`src/rtl/alu_pkg.sv`:
```
// Shared constants and types for the rotate datapath and its arbiter.
package alu_pkg;

    localparam int unsigned ROT_W     = 16;
    localparam int unsigned ROT_AMT_W = 4;

    // Rotate direction encoding
    localparam logic DIR_LEFT  = 1'b1;
    localparam logic DIR_RIGHT = 1'b0;

    // Requester IDs reported with each result
    localparam logic SRC_UART = 1'b0;
    localparam logic SRC_ALU  = 1'b1;

    // One-entry result buffer occupancy
    typedef enum logic {
        StEmpty,
        StFull
    } buf_state_e;

endpackage

```
`src/rtl/rotate_operation.sv`:
```
// Combinational 16-bit rotate, left or right by 0-15 positions.
module rotate_operation
    import alu_pkg::*;
(
    input  logic [ROT_W-1:0]     data_i,
    input  logic [ROT_AMT_W-1:0] amt_i,
    input  logic                 left_i,
    output logic [ROT_W-1:0]     result_o
);

    logic [2*ROT_W-1:0] doubled;
    logic [2*ROT_W-1:0] shifted;

    // Rotate by shifting a doubled copy; the wrapped bits fall into the kept half.
    always_comb begin
        doubled = {data_i, data_i};
        shifted = '0;
        if (left_i == DIR_LEFT) begin
            shifted  = doubled << amt_i;
            result_o = shifted[2*ROT_W-1:ROT_W];
        end else begin
            shifted  = doubled >> amt_i;
            result_o = shifted[ROT_W-1:0];
        end
    end

endmodule

```
`src/rtl/rotate_arbiter.sv`:
```
// Two-port arbiter sharing one rotate unit, with a one-entry result buffer.
module rotate_arbiter
    import alu_pkg::*;
#(
    parameter int unsigned N     = ROT_W,
    parameter int unsigned RR_EN = 1
) (
    input  logic                 clk,
    input  logic                 rst,
    input  logic                 req0_valid,
    output logic                 req0_ready,
    input  logic [N-1:0]         req0_data,
    input  logic [ROT_AMT_W-1:0] req0_amt,
    input  logic                 req0_left,
    input  logic                 req1_valid,
    output logic                 req1_ready,
    input  logic [N-1:0]         req1_data,
    input  logic [ROT_AMT_W-1:0] req1_amt,
    input  logic                 req1_left,
    output logic                 res_valid,
    input  logic                 res_ready,
    output logic [N-1:0]         res_data,
    output logic                 res_src,
    output logic                 busy
);

    buf_state_e state_q, state_d;
    logic [N-1:0] res_data_q, res_data_d;
    logic         res_src_q, res_src_d;
    logic         last_grant_q, last_grant_d;

    logic                 grant;
    logic                 can_accept;
    logic                 accept;
    logic [N-1:0]         rot_data;
    logic [ROT_AMT_W-1:0] rot_amt;
    logic                 rot_left;
    logic [N-1:0]         rot_result;

    // Pick a port: lone requester wins; on contention RR or fixed priority to port 0.
    always_comb begin
        grant = SRC_UART;
        if (req0_valid && req1_valid) begin
            grant = (RR_EN != 0) ? ~last_grant_q : SRC_UART;
        end else if (req1_valid) begin
            grant = SRC_ALU;
        end
    end

    // Handshake: accept when empty, or when full and the consumer drains this cycle.
    always_comb begin
        can_accept = (state_q == StEmpty) || res_ready;
        req0_ready = (grant == SRC_UART) && can_accept && !rst;
        req1_ready = (grant == SRC_ALU) && can_accept && !rst;
        accept     = (req0_valid && req0_ready) || (req1_valid && req1_ready);
    end

    // Steer the granted payload into the shared rotator.
    always_comb begin
        rot_data = req0_data;
        rot_amt  = req0_amt;
        rot_left = req0_left;
        if (grant == SRC_ALU) begin
            rot_data = req1_data;
            rot_amt  = req1_amt;
            rot_left = req1_left;
        end
    end

    rotate_operation u_rotate (
        .data_i   (rot_data),
        .amt_i    (rot_amt),
        .left_i   (rot_left),
        .result_o (rot_result)
    );

    // Buffer next state: load on accept, empty on drain without refill, else hold.
    always_comb begin
        state_d      = state_q;
        res_data_d   = res_data_q;
        res_src_d    = res_src_q;
        last_grant_d = last_grant_q;
        if (accept) begin
            state_d      = StFull;
            res_data_d   = rot_result;
            res_src_d    = grant;
            last_grant_d = grant;
        end else if (state_q == StFull && res_ready) begin
            state_d = StEmpty;
        end
    end

    // State registers; last_grant resets to port 1 so port 0 wins the first contention.
    always_ff @(posedge clk) begin
        if (rst) begin
            state_q      <= StEmpty;
            res_data_q   <= '0;
            res_src_q    <= SRC_UART;
            last_grant_q <= SRC_ALU;
        end else begin
            state_q      <= state_d;
            res_data_q   <= res_data_d;
            res_src_q    <= res_src_d;
            last_grant_q <= last_grant_d;
        end
    end

    // Outputs come straight from the buffer registers.
    always_comb begin
        res_valid = (state_q == StFull);
        res_data  = res_data_q;
        res_src   = res_src_q;
        busy      = res_valid || req0_valid || req1_valid;
    end

endmodule

```
`config.mk`:
```
export PLATFORM = sky130hd
export DESIGN_NAME = rotate_arbiter
export DESIGN_NICKNAME = d
export VERILOG_FILES = /design/src/rtl/alu_pkg.sv /design/src/rtl/rotate_operation.sv /design/src/rtl/rotate_arbiter.sv
export SDC_FILE = /design/constraint.sdc
export NUM_CORES = 1
export LEC_CHECK = 0
export BUFFER_PORTS_ARGS = -buffer_cell sky130_fd_sc_hd__clkbuf_2
export CAP_MARGIN = 20
export CORE_UTILIZATION = 45
export CTS_CLUSTER_SIZE = 10
export DETAILED_ROUTE_END_ITERATION = 8
export GPL_ROUTABILITY_DRIVEN = 0
export HOLD_SLACK_MARGIN = 0.08
export PLACE_DENSITY_LB_ADDON = 0.15
export SLEW_MARGIN = 20
export SYNTH_ARGS = -nofsm -noshare
export SYNTH_HDL_FRONTEND = slang
export SYNTH_SLANG_ARGS = --single-unit
```
`constraint.sdc`:
```
create_clock -name clk -period 2.7 [get_ports clk]
set_input_delay 0.135 -clock clk [delete_from_list [all_inputs] [get_ports clk]]
set_output_delay 0.135 -clock clk [all_outputs]
set_load 0.01 [all_outputs]
```
; ---- Yosys cells after proc, flatten, opt, wreduce, memory -nomap -nowiden
; Cells that the tools add are included.
; W data, S select, Z words.
[op_classes]
n_shift = 2
n_mux = 8
bitwise = 3
n_reduce_logical = 14
[op_table]
columns = cell, count
row1 = $mux W16, 2
row2 = $shl A32 B4 Y32, 1
row3 = $shr A32 B4 Y16, 1
row4 = $logic_and A1 B1 Y1, 8
row5 = $mux W1, 5
row6 = $logic_or A1 B1 Y1, 4
row7 = $mux W4, 1
row8 = $not A1 Y1, 3
row9 = $reduce_bool A2 Y1, 1
row10 = $logic_not A1 Y1, 1
[word_totals]
out_inout_bits = 21
input_bits = 47
ff_bits = 19
word_cells = 31

; ---- Longest topological paths before layout
[depth]
ltp_word = 8
depth_mapped = 9
mapped_depth_nobuf = 6

; ---- Cells and area by module
; A second synthesis with hierarchy kept.
[unflattened]
hier_cells = 307
area_unflattened_um2 = 2860.2
[by_module_without_submodules]
columns = module, n_inst, area_each_um2, cells_each, seq_area_each_um2
row1 = rotate_operation, 1, 1816.7, 194, 0.0
row2 = rotate_arbiter, 1, 1043.5, 113, 380.4

; ---- Worst setup path after synthesis
; OpenSTA, ideal clock, no wires.
[synth_path]
kind = register -> register
from = reg last_grant_q
to = reg res_data_q[5] (netlist: res_data[5])
setup_time_ns = 0.120
t_required_ns = 2.580
path_buffers = 2
period_less_slack_ns = 2.169
arrival_ns = 2.049
setup_slack_ns = 0.531
path_stages_with_launch = 9
cell_sequence = dfxtp_1 -> a21boi_4 -> mux2i_1 -> buf_6 -> buf_6 -> mux2_4 -> mux2i_1 -> o22ai_1 -> a211o_1
[synth_via]
elab_chain_cells = 7
word_cells_on_any_way = 16
cone_classes = shift (2) / mux (5) / bitwise (2) / reduce/logical (7)
[synth_rtl]
columns = element, line
row1 = from (decl), rotate_arbiter.sv:30  ; logic last_grant_q, last_grant_d;
row2 = from (signal assigned), rotate_arbiter.sv:104  ; last_grant_q <= last_grant_d;
row3 = $not A1 Y1 (*), rotate_arbiter.sv:44  ; grant = (RR_EN != 0) ? ~last_grant_q : SRC_UART;
row4 = $mux W1 (*), rotate_arbiter.sv:43  ; if (req0_valid && req1_valid) begin
row5 = "parallel branches: the longest is 5 deep, another holds $shr A32 B4 Y16", -
row6 = to (signal assigned), rotate_arbiter.sv:102  ; res_data_q <= res_data_d;
row7 = to (decl), rotate_arbiter.sv:28  ; logic [N-1:0] res_data_q, res_data_d;
; Mark *: on every way between the ends.
; A chain may end at the register's enable or synchronous reset.

; ---- Worst setup path after layout
[layout_path]
from = reg last_grant_q
to = reg res_data_q[13] (netlist: res_data[13])
; The elaborated chain is that of the path after synthesis.

==> results.py <==
metrics = {
    "cts": {
        "root_buffer": "clkbuf_8",
        "cts_buffers": 3,
        "htreeDepth": 1,
        "cts_buffer_depth": 2,
        "cts_tree": "done",
        "clkTransAtPathRegs_ns": 0.07,
        "worstSkewPairLatency_ns": 0.26,
        "cts_sinks": 19,
    },
    "cells_and_area": {
        "drive_gt1_share_pct": 34.9,
        "fillerInstances": 612,
        "area_delta_synth_final_pct": 16.4,
        "n_antenna_cell": 0,
        "nNetsFinal": 432,
    },
    "sta": {
        "fmax_mhz": 406,
        "final.setup.tns_ns": 0,
        "finalSetupViolCount": 0,
        "fin_crit_ns": 2.46,
        "rsz0062_at_grt": "false",
        "clock_skew_ns": 0.00129,
        "relSlewSlack_pct": 57.9,
        "worst_pin_slew_ns": 0.614,
        "hold_ws_ns": 0.184,
        "hold_viol_final": 0,
        "slew_viol_final": 0,
        "fin_crit_sh_pct": 91.1,
    },
    "global_routing": {
        "grt_max_degree": 34,
        "antenna_found_initial": 0,
        "track_usage_pct": 24.9,
        "grt_pass1_vias": 2811,
        "overflow": 0,
        "grt_pass1_wl_mm": 14.4,
    },
    "detailed_routing": {
        "remaining_drc_errors": 4,
        "viasPerCell": 6.34,
        "wl_mm": 8.79,
        "wl_per_cell_um": 19.1,
        "antenna_left": 0,
        "num_vias": 2925,
        "drt_iter0_drc": 254,
        "first_pass_iters": 8,
    },
    "outcome": {
        "status": "finished with violations",
        "violations": "design-rule violations",
    },
    "critical_path": {
        "crit_required_ns": 2.90,
        "critPathBufInv": 2,
        "crit_family": "compound AO/OA/AOI/OAI gates",
        "endpoint_kind": "flip-flop",
        "startpoint_type": "flip-flop",
        "r2r_cells": 8,
        "worst-path-max-fanout": 31,
        "slowest_stage": "a2111oi_1",
        "cp_cell_sequence": "a21boi_4, buf_12, mux2_2, mux2i_1, buf_4, nor3_1, a2111oi_1, a211o_1",
        "critPathKind": "reg -> reg",
        "crit_arrival_ns": 2.66,
        "cpPeakStageDelay_ns": 0.54,
        "path_depth": 8,
    },
    "synth": {
        "synth_warnings": 0,
        "syn_nets": 366,
        "synth_cells": 319,
        "synth_seq_cells": 19,
        "synth_area_leaders": "mux2i_1 38%, dfxtp_1 12%, mux2_2 10%",
        "synth_area_um2": 3100,
        "yosysUniqueCellTypes": 42,
        "yosysSeqAreaShare_pct": 12.3,
        "yosys.area.top_type": "mux2i_1",
        "netlist.area_leader.share_pct": 38.1,
        "syn_area_per_cell_um2": 9.71,
        "synthArstFlopShare_pct": 0,
        "dominantRegCellSynth": "dfxtp_1",
        "synth_edf_count": 0,
    },
    "floorplan": {
        "fp.dieH_um": 85.0,
        "die_area_um2": 7220,
        "initial_utilization_pct": 47.7,
        "die_w_um": 85.0,
        "core_um2": 6490,
        "ios": 68,
        "rows": 29,
    },
    "power": {
        "p_per_area_nw_per_um2": 378,
        "peakVddDrop_mv": 0.201,
        "leakagePower_nw": 1.66,
    },
    "run": {
        "cap_viol_max_count": 0,
    },
    "hold_path": {
        "holdPathStages": 3,
        "hold_path_class": "in -> reg",
    },
    "placed_design": {
        "io_buffers": 67,
        "hpwl_mm": 7.08,
    },
}
==> where the power goes <==
group,switching (mW),internal (mW)
Sequential,0.0233,0.322
Clock,0.0949,0.105
Combinational,0.442,0.376
Total,0.560,0.802
==> tightest hold or removal path, stage by stage <==
cell and delay (ns):
clkbuf_2 0.07, nand2b_1 0.12, a21oi_1 0.07
==> state kept, by name, indices dropped and copies added (netlist names) <==
register      count
res_data         16
last_grant_q      1
res_src           1
res_valid         1
==> cell usage in the layout (no fill, tap or decap), drive strengths merged, types with 7 or more instances in the layout <==
| master | netlist | routed |
|---|---|---|
| buf | 19 | 15 |
| clkbuf | 3 | 71 |
| dfxtp | 19 | 19 |
| mux2 | 36 | 36 |
| mux2i | 119 | 119 |
| mux4 | 13 | 13 |
| nand2 | 20 | 20 |
| nor2 | 15 | 15 |
| o21ai | 7 | 7 |
==> final timing paths <==
check                from           end  slack, ns
min reg2reg       res_src       res_src       0.45
min             res_ready     res_valid       0.18
max reg2reg  last_grant_q  res_data[13]       0.24
max          last_grant_q  res_data[13]       0.24
==> logic make-up after synthesis <==
family	count (synthesis)	share of synthesized area, %
AND/OR/NAND/NOR	55	7.92
flip-flops	19	12.3
buffers and inverters	22	5.17
AO/OA/AOI/OAI	55	13.3
multiplexers	168	61.4
==> synth_stat cells (2+ instances only) <==
library cell    n
mux2_1          6
or2_2           2
buf_4          10
a32o_1          2
dfxtp_1        19
a211oi_1        5
o221ai_1        3
a2111oi_0       2
a221o_1         2
nand2b_1        3
nor3_1          6
o21ai_1         6
a22oi_1         6
a211o_1         3
or3_1           2
o22ai_1         6
clkbuf_1        2
nor2_1         15
nand3_1         3
a21o_1          2
mux2i_1       118
mux2_2         28
nand2_1        20
buf_2           5
buf_6           4
a221oi_1        2
mux2_4          2
mux4_2         13
o211ai_1        4
a21oi_1         6
==> final cells by class <==
class / instances / area, um^2 / area share (%)
Clock buffer: 4 / 45.0 / 1.25
Sequential cell: 19 / 380 / 10.6
Timing Repair Buffer: 83 / 508 / 14.1
Tap cell: 77 / 96.3 / 2.67
Multi-Input combinational cell: 278 / 2570 / 71.4
==> repair_timing <==
item / in CTS / in global routing
hold endpoints to repair: 1 / 0
buffers inserted: 0 / 0
endpoints found under the setup margin: 0 / 1
gates resized for setup: 0 / 1
hold buffers: 1 / 0
==> stage by stage <==
step	cell area [um^2]	utilization, %	setup slack (ns)	instances	total power [mW]
after global routing	3600	55.5	0.0834	461	1.44
final	3600	55.5	0.240	461	1.36
after CTS	3600	55.5	0.222	461	1.36
after global placement	3550	54.6	0.221	456	1.15
after floorplan	3100	-	0.531	319	0.899
after detailed placement	3550	54.6	0.227	456	1.16
==> metal layers <==
metal / wire length [um] / up-vias / track usage (%)
met5: 0 / - / 0
met4: 143 / 0 / 4.47
met3: 420 / 17 / 3.02
met2: 4280 / 96 / 43.3
met1: 3950 / 1410 / 33.4
li1: - / 1402 / -
Note: power is estimated with default switching activity, not from simulation.
